`src/rtl/sliding_window.sv`:
```
// Streaming KxK window generator: buffers K-1 image rows and emits every
// valid stride-1 window of a raster-order pixel stream with ready/valid on
// both sides and a one-deep output register.
module sliding_window #(
   parameter int unsigned KERNEL_SIZE = 3,
   parameter int unsigned DATA_WIDTH  = 8,
   parameter int unsigned IMG_WIDTH   = 28,
   parameter int unsigned IMG_HEIGHT  = 28
) (
   input  logic                  clk,
   input  logic                  reset,
   input  logic [DATA_WIDTH-1:0] pixel_in,
   input  logic                  pixel_valid,
   output logic                  pixel_ready,
   output logic [DATA_WIDTH-1:0] window [0:KERNEL_SIZE-1][0:KERNEL_SIZE-1],
   output logic                  window_valid,
   input  logic                  window_ready,
   output logic                  window_last
);

   localparam int unsigned K     = KERNEL_SIZE;
   localparam int unsigned COL_W = (IMG_WIDTH  > 1) ? $clog2(IMG_WIDTH)  : 1;
   localparam int unsigned ROW_W = (IMG_HEIGHT > 1) ? $clog2(IMG_HEIGHT) : 1;

   localparam logic [COL_W-1:0] COL_LAST = COL_W'(IMG_WIDTH - 1);
   localparam logic [ROW_W-1:0] ROW_LAST = ROW_W'(IMG_HEIGHT - 1);
   localparam logic [COL_W-1:0] COL_EMIT = COL_W'(K - 1);
   localparam logic [ROW_W-1:0] ROW_EMIT = ROW_W'(K - 1);

   logic                  accept;
   logic                  emit;
   logic [COL_W-1:0]      col_q, col_d;
   logic [ROW_W-1:0]      row_q, row_d;
   logic                  valid_q, valid_d;
   logic                  last_q, last_d;
   logic [DATA_WIDTH-1:0] window_q [0:K-1][0:K-1];
   logic [DATA_WIDTH-1:0] window_d [0:K-1][0:K-1];
   logic [DATA_WIDTH-1:0] line_mem [0:K-2][0:IMG_WIDTH-1];
   logic [DATA_WIDTH-1:0] line_rd  [0:K-2];

   assign pixel_ready  = !valid_q || window_ready;
   assign accept       = pixel_valid && pixel_ready;
   assign emit         = accept && (row_q >= ROW_EMIT) && (col_q >= COL_EMIT);
   assign window_valid = valid_q;
   assign window_last  = last_q;
   assign window       = window_q;

   // Line buffer read at the current column (buffer 0 = newest row above)
   always_comb begin
      for (int unsigned k = 0; k < K - 1; k++) begin
         line_rd[k] = line_mem[k][col_q];
      end
   end

   // Line buffer cascade: each buffer takes what the one below it just read
   always_ff @(posedge clk) begin
      if (accept) begin
         line_mem[0][col_q] <= pixel_in;
         for (int unsigned k = 1; k < K - 1; k++) begin
            line_mem[k][col_q] <= line_rd[k-1];
         end
      end
   end

   // Raster position counters
   always_comb begin
      col_d = col_q;
      row_d = row_q;
      if (accept) begin
         if (col_q == COL_LAST) begin
            col_d = '0;
            row_d = (row_q == ROW_LAST) ? '0 : row_q + ROW_W'(1);
         end else begin
            col_d = col_q + COL_W'(1);
         end
      end
   end

   // Window shift: columns move left, new rightmost column is oldest row on top
   always_comb begin
      window_d = window_q;
      if (accept) begin
         for (int unsigned i = 0; i < K; i++) begin
            for (int unsigned j = 0; j < K - 1; j++) begin
               window_d[i][j] = window_q[i][j+1];
            end
         end
         for (int unsigned i = 0; i < K - 1; i++) begin
            window_d[i][K-1] = line_rd[K-2-i];
         end
         window_d[K-1][K-1] = pixel_in;
      end
   end

   // Output handshake: consume clears, a same-cycle emitting accept refills
   always_comb begin
      valid_d = valid_q;
      last_d  = last_q;
      if (valid_q && window_ready) begin
         valid_d = 1'b0;
         last_d  = 1'b0;
      end
      if (emit) begin
         valid_d = 1'b1;
         last_d  = (row_q == ROW_LAST) && (col_q == COL_LAST);
      end
   end

   // State registers
   always_ff @(posedge clk or posedge reset) begin
      if (reset) begin
         col_q   <= '0;
         row_q   <= '0;
         valid_q <= 1'b0;
         last_q  <= 1'b0;
         for (int unsigned i = 0; i < K; i++) begin
            for (int unsigned j = 0; j < K; j++) begin
               window_q[i][j] <= '0;
            end
         end
      end else begin
         col_q    <= col_d;
         row_q    <= row_d;
         valid_q  <= valid_d;
         last_q   <= last_d;
         window_q <= window_d;
      end
   end

endmodule

```
`config.mk`:
```
export PLATFORM = sky130hd
export DESIGN_NAME = sliding_window
export DESIGN_NICKNAME = d
export VERILOG_FILES = /design/src/rtl/sliding_window.sv
export SDC_FILE = /design/constraint.sdc
export NUM_CORES = 1
export LEC_CHECK = 0
export CAP_MARGIN = 40
export CORE_UTILIZATION = 40
export CTS_BUF_LIST = sky130_fd_sc_hd__clkbuf_2 sky130_fd_sc_hd__clkbuf_4 sky130_fd_sc_hd__clkbuf_8
export CTS_CLUSTER_DIAMETER = 40
export DETAILED_ROUTE_END_ITERATION = 8
export PLACE_DENSITY = 0.6
export SLEW_MARGIN = 15
export SYNTH_ARGS = -nofsm -noshare
export SYNTH_HDL_FRONTEND = slang
export SYNTH_SLANG_ARGS = --single-unit
export TNS_END_PERCENT = 100
```
`constraint.sdc`:
```
create_clock -name clk -period 3.8 [get_ports clk]
set_input_delay 0.95 -clock clk [delete_from_list [all_inputs] [get_ports clk]]
set_output_delay 0.95 -clock clk [all_outputs]
set_load 0.005 [all_outputs]
```
==> results.ini, run 1 <==
[cts]
numCtsBuffers = 89
cts-root-buf = clkbuf_8
clock_path_buffers = 3
htree_levels = 3
path_clk_slew_ns = 0.05
cts.repair.resized = 0
numClockSinks = 532
ctsHoldBuffers = 0
cts_tree = built
post_cts_buffers = 0
clk_latency_ns = 0.67

[critical_path]
path_max_fanout = 5
reg2reg_from = col_q[3]
cp.arrival_ns = 2.17
reg2reg_depth = 6
r2r_end = line_mem[0][2]
required_ns = 2.85
cp-start-kind = input port
worstSetupPathType = in -> out
reg2reg_setup_slack_ns = 0.85
crit_path_end_kind = output port

[synthesis]
synth.distinct_cells = 55
async_reset_ff_frac = 0.1579
ys_ff_latch = 532
synth.net_count = 1258
synth_cells = 1240
synthesis.area_um2 = 20680
avgSynthCellArea_um2 = 16.68
yosysSeqAreaShare = 0.7522
synth_ff_type = edfxtp_1
synth_edf_count = 448
ys_warn_count = 0

[detailed_routing]
wl_um = 47900
drtIter0Drc = 823
ant_nets = 0
first_pass_iters = 5
avgRoutedWirePerCell_um = 21.83
viasPerCell = 5.223
via_count = 11460
drc_errors = 0

[timing]
fin_worst_hold_slack_ns = 0.4724
slew_headroom = 0.4956
worstMarginPinSlew_ns = 0.7565
hold_viol = 0
fmax_mhz = 320.5
finalSetupViolations = 0
rsz0062_at_grt = false
slew_violations = 0
setup_tns_ns = 0
period_needed_ns = 3.120
skew_ns = 0.03389
worst_slack_ns = 0.6798
post-route-period-util = 0.8211

[pwr]
switching_share = 0.3238
p_leak_nw = 8.885
switchingPower_mw = 6.309
combinationalPowerShare = 0.315
power_frac_seq = 0.432
p_per_area_nw_per_um2 = 790.7
p_clk_frac = 0.253
ir_drop_v = 0.0004275
intPower_mw = 13.17

[global_routing]
grtUsageTotal = 0.1853
grt-ovfl-total = 0
antenna_found_initial = 0
grt_pass1_vias = 11815
grt_first_pass_wirelength_um = 73060
grt_max_degree = 60

[finish]
final_nets = 1468
synthToLayoutAreaGrowth_pct = 19.15
drive_above_1_share = 0.1953

[job]
maxCapViolCount = 0

[placement]
dp_hpwl_um = 31040
io_buffers = 86
pre_cts_ws_ns = 0.6222
gp_congestion = 0.8071

[die]
dieHeight_um = 229.4
initial_core_util = 0.4088
design.portCount = 87
fp.dieArea_um2 = 52610
coreArea_um2 = 50580
fp-row-count = 82
die_w_um = 229.4

[outcome]
outcome = finished, final reports clean

[worst_hold_path]
worstHoldPathCells = 2
hp-start = window[65]
min_to = window[65]
holdCritPathClass = reg -> reg

sequential cells by signal, summed over array words and instances (netlist names):
| register | flops |
|---|---|
| window_valid | 1 |
| col_q | 5 |
| window_last | 1 |
| window | 72 |
| row_q | 5 |
| line_mem | 448 |
cells in the final DEF, fill, tap and decap left out, types with 13 or more instances in the layout:
cell             count
edfxtp_1           448
nor2_1              48
mux2i_1            152
mux2_2              13
clkbuf_4            26
clkbuf_8            92
nand3_1             19
buf_4               89
nand2_1            189
mux4_2              31
clkinv_1            26
dfrtp_1             82
a22oi_1             25
o22ai_1             46
clkdlybuf4s50_1     86
cells in the mapped netlist (4+ instances only):
master       n  area, um^2
mux4_2      31       698.2
o21ai_0     12       60.06
ha_1         6       75.07
buf_2       38       190.2
and2_1       4       25.02
edfxtp_1   448       13450
o211ai_1     6       45.04
inv_1        5       18.77
nor2b_1      7       43.79
nand2_1    190       713.2
a31oi_1      7       43.79
dfrtp_1     84        2102
nor2_1      48       180.2
buf_4        8       60.06
nand3_1     19       95.09
nor3_1       4       20.02
a22oi_1     25       187.7
a211oi_1     6       45.04
mux2_2      13       146.4
o22ai_1     46       287.8
a21oi_1      6       30.03
mux2i_1    152        1521
clkbuf_1    13       48.80
a2111oi_0    6       52.55
nor4_1       5       31.28
cells by family (layout without fill, tap and decap cells):
kind of cell,after synthesis,count (layout),share of synthesized area
compound gates,123,123,0.04054
buf+inv,71,352,0.01815
xor+xnor,1,1,0.0004236
fa+ha+maj,6,6,0.003630
mux,202,202,0.1197
other cells,0,1,0
simple gates,305,305,0.06540
flops,532,532,0.7522
worst max-delay path, stage by stage:
cell	delay, ns
clkdlybuf4s50_1	0.47
nand2b_1	0.21
clkdlybuf4s50_1	0.54
metrics by stage:
step           area (um^2)  utilization  cells  total power [mW]
3_3_place_gp         22870       0.4521   2030             14.63
4_1_cts              24640       0.4871   2193             19.69
2_1_floorplan        20680            -   1240             11.77
6_report             24640       0.4871   2194             19.48
3_5_place_dp         22880       0.4524   2031             14.73
5_1_grt              24640       0.4871   2193             20.37
power by group through the flow:
stage	clock (mW)	sequential [mW]	combinational [mW]
2_1_floorplan	0	8.43	3.34
3_3_place_gp	0	8.51	6.12
3_5_place_dp	0	8.53	6.20
4_1_cts	5.06	8.42	6.21
5_1_grt	5.31	8.50	6.56
6_report	4.93	8.42	6.13
cell type report:
class,instances,area [um^2]
well taps,672,840.8
inverters,6,25.02
multi-input cells,637,4755
diodes,1,2.502
fillers,4228,25940
repair buffers,184,1704
flip-flops and latches,532,15560
clock inverters,44,291.5
clock buffers,118,1461
layer usage:
metal / vias up / global-route usage / share of wire
li1: 5219 / - / -
met1: 5840 / 0.2462 / 0.44
met2: 320 / 0.2989 / 0.48
met3: 81 / 0.04034 / 0.051
met4: 0 / 0.06896 / 0.028
met5: - / 0 / 0
how the worst max path moves through the flow:
stage	slack, ns	start	to	cells past startpoint
2_1_floorplan	0.68	reset	col_q[0]	1
3_3_place_gp	0.66	window_ready	line_mem[0][60]	6
3_5_place_dp	0.62	window_ready	line_mem[0][20]	6
4_1_cts	0.67	window_ready	pixel_ready	3
5_1_grt	0.62	window_ready	pixel_ready	3
6_report	0.68	window_ready	pixel_ready	3
(Power assumes the default switching activity.)
==> run 2: changes to the inputs <==
Clock period 3.8 ns to 2.95 ns, I/O delays scaled along.
==> results.ini, run 2 (synthesized netlist as in run 1, its figures left out) <==
[outcome]
outcome = finished, final reports clean

[critical_path]
cp.arrival_ns = 3.28  ; +1.11 ns
cp-start-kind = register
path_cells = buf_12 -> buf_4 -> mux2i_1 -> o22ai_1 -> nor4_1 -> nand3_1 -> buf_4 -> mux2_2
crit_path_end_kind = register
path_max_fanout = 36  ; +31
crit_path_frequent_cell = buf_4
worstSetupPathType = reg -> reg
critPathSlowestCell = nor4_1
cpPeakStageDelay_ns = 0.52  ; -0.02 ns
required_ns = 3.48  ; +0.63 ns

[cts]
numCtsBuffers = 89  ; unchanged
cts.repair.resized = 0  ; unchanged
numClockSinks = 532  ; unchanged
post_cts_buffers = 0  ; unchanged
clk_latency_ns = 0.65  ; -0.02 ns
cts-root-buf = clkbuf_8
clock_path_buffers = 3  ; unchanged
cts_tree = built
path_clk_slew_ns = 0.06  ; about the same
ctsHoldBuffers = 0  ; unchanged
htree_levels = 3  ; unchanged

[pwr]
p_per_area_nw_per_um2 = 1028  ; +30%
p_leak_nw = 8.988  ; +1.2%
ir_drop_v = 0.0004600  ; +7.6%
finalPower_mw = 25.58  ; +31%

[finish]
final_nets = 1481  ; +0.89%
drive_above_1_share = 0.2094  ; +0.01413
final_cells = 2205  ; +0.50%
num_antenna_cells = 0  ; -1
largest_register = line_mem
largest_reg_flops = 448  ; unchanged
mostFrequentLayoutCells = edfxtp_1 (448), nand2_1 (189), mux2i_1 (152)
final_common_cell = edfxtp_1
synthToLayoutAreaGrowth_pct = 20.32

[placement]
dp_hpwl_um = 31840  ; +2.6%
io_buffers = 86  ; unchanged
dp_cells = 2044  ; +0.64%
gp_congestion = 0.8541  ; +5.8%

[die]
design.portCount = 87  ; unchanged
initial_core_util = 0.4088  ; unchanged
die_w_um = 229.4  ; unchanged
coreArea_um2 = 50580  ; unchanged
dieHeight_um = 229.4  ; unchanged
fp-row-count = 82  ; unchanged
fp.dieArea_um2 = 52610  ; unchanged

[timing]
worstMarginPinSlew_ns = 0.7345  ; -0.02201 ns
slew_headroom = 0.5082  ; +0.01252
slew_violations = 0  ; unchanged
setup_tns_ns = 0  ; unchanged
hold_viol = 0  ; unchanged
skew_ns = 0.02843  ; -0.005459 ns
finalSetupViolations = 0  ; unchanged
rsz0062_at_grt = false
post-route-period-util = 0.9300
period_needed_ns = 2.744
fmax_mhz = 364.5

[global_routing]
grt_max_degree = 71  ; +18%
grt-ovfl-total = 0  ; unchanged
grt_first_pass_wirelength_um = 73840  ; +1.1%
antenna_found_initial = 0  ; unchanged
grt_pass1_vias = 11922  ; +0.91%
grtUsageTotal = 0.1893  ; +0.004053

[detailed_routing]
drtIter0Drc = 882  ; +7.2%
via_count = 11449  ; -0.096%
first_pass_iters = 5  ; unchanged
ant_nets = 0  ; unchanged
wl_um = 48660  ; +1.6%
drc_errors = 0  ; unchanged
avgRoutedWirePerCell_um = 22.07  ; +1.1%
viasPerCell = 5.192  ; -0.59%

[worst_hold_path]
holdCritPathClass = in -> async

[job]
maxCapViolCount = 0  ; unchanged

-- run 2: changes by cell type in the layout (fill, tap and decap cells not counted), sizes merged --
cell / before / now
buf: 98 / 111
clkinv: 36 / 23
clkbuf: 118 / 128
clkinvlp: 4 / 7
diode: 1 / 0
inv: 7 / 6
-- run 2: per-layer routing --
metal	vias to the layer above	wire, um	GRT usage
met3	84	2914	0.04109
met4	0	1598	0.08417
met2	313	23780	0.3062
met5	-	0	0
met1	5812	20370	0.2455
li1	5240	-	-
-- run 2: final timing paths --
check,startpoint,endpoint,slack [ns],cells after the start
max in group asynchronous,reset,col_q[0],1.87,3
max,col_q[1],window[29],0.21,8
min in group clk,window[64],window[64],0.47,2
min,reset,window[23],0.46,2
max reg2reg,col_q[1],window[29],0.21,8
min reg2reg,window[64],window[64],0.47,2
-- run 2: layout make-up --
| type | instances | area [um^2] |
|---|---|---|
| fillers | 4234 | 25700 |
| flip-flops and latches | 532 | 15560 |
| multi-input cells | 637 | 4755 |
| repair buffers | 197 | 1907 |
| clock buffers | 128 | 1543 |
| well taps | 672 | 840.8 |
| clock inverters | 33 | 251.5 |
| inverters | 6 | 25.02 |
-- run 2: critical path: cells and delay by family, from the launching register on --
kind / cells / cell delay (ns)
buf+inv: 3 / 0.84
simple gates: 2 / 0.66
mux: 2 / 0.53
flops: 1 / 0.45
compound gates: 1 / 0.09
-- run 2: where the power goes --
part           switching (mW)  internal (mW)
sequential              0.483           10.3
combinational            4.90           3.44
clock                    2.84           3.63
-- run 2: per-stage QoR --
step	worst slack, ns	hold WS (ns)	instance area [um^2]	util
after floorplan	0.04736	0.4699	20680	-
after global placement	0.1993	0.4562	23090	0.4564
after detailed placement	0.1828	0.4613	23090	0.4564
after CTS	0.1757	0.4356	24880	0.4919
after global routing	0.1014	0.4915	24880	0.4919
final	0.2064	0.4597	24880	0.4919
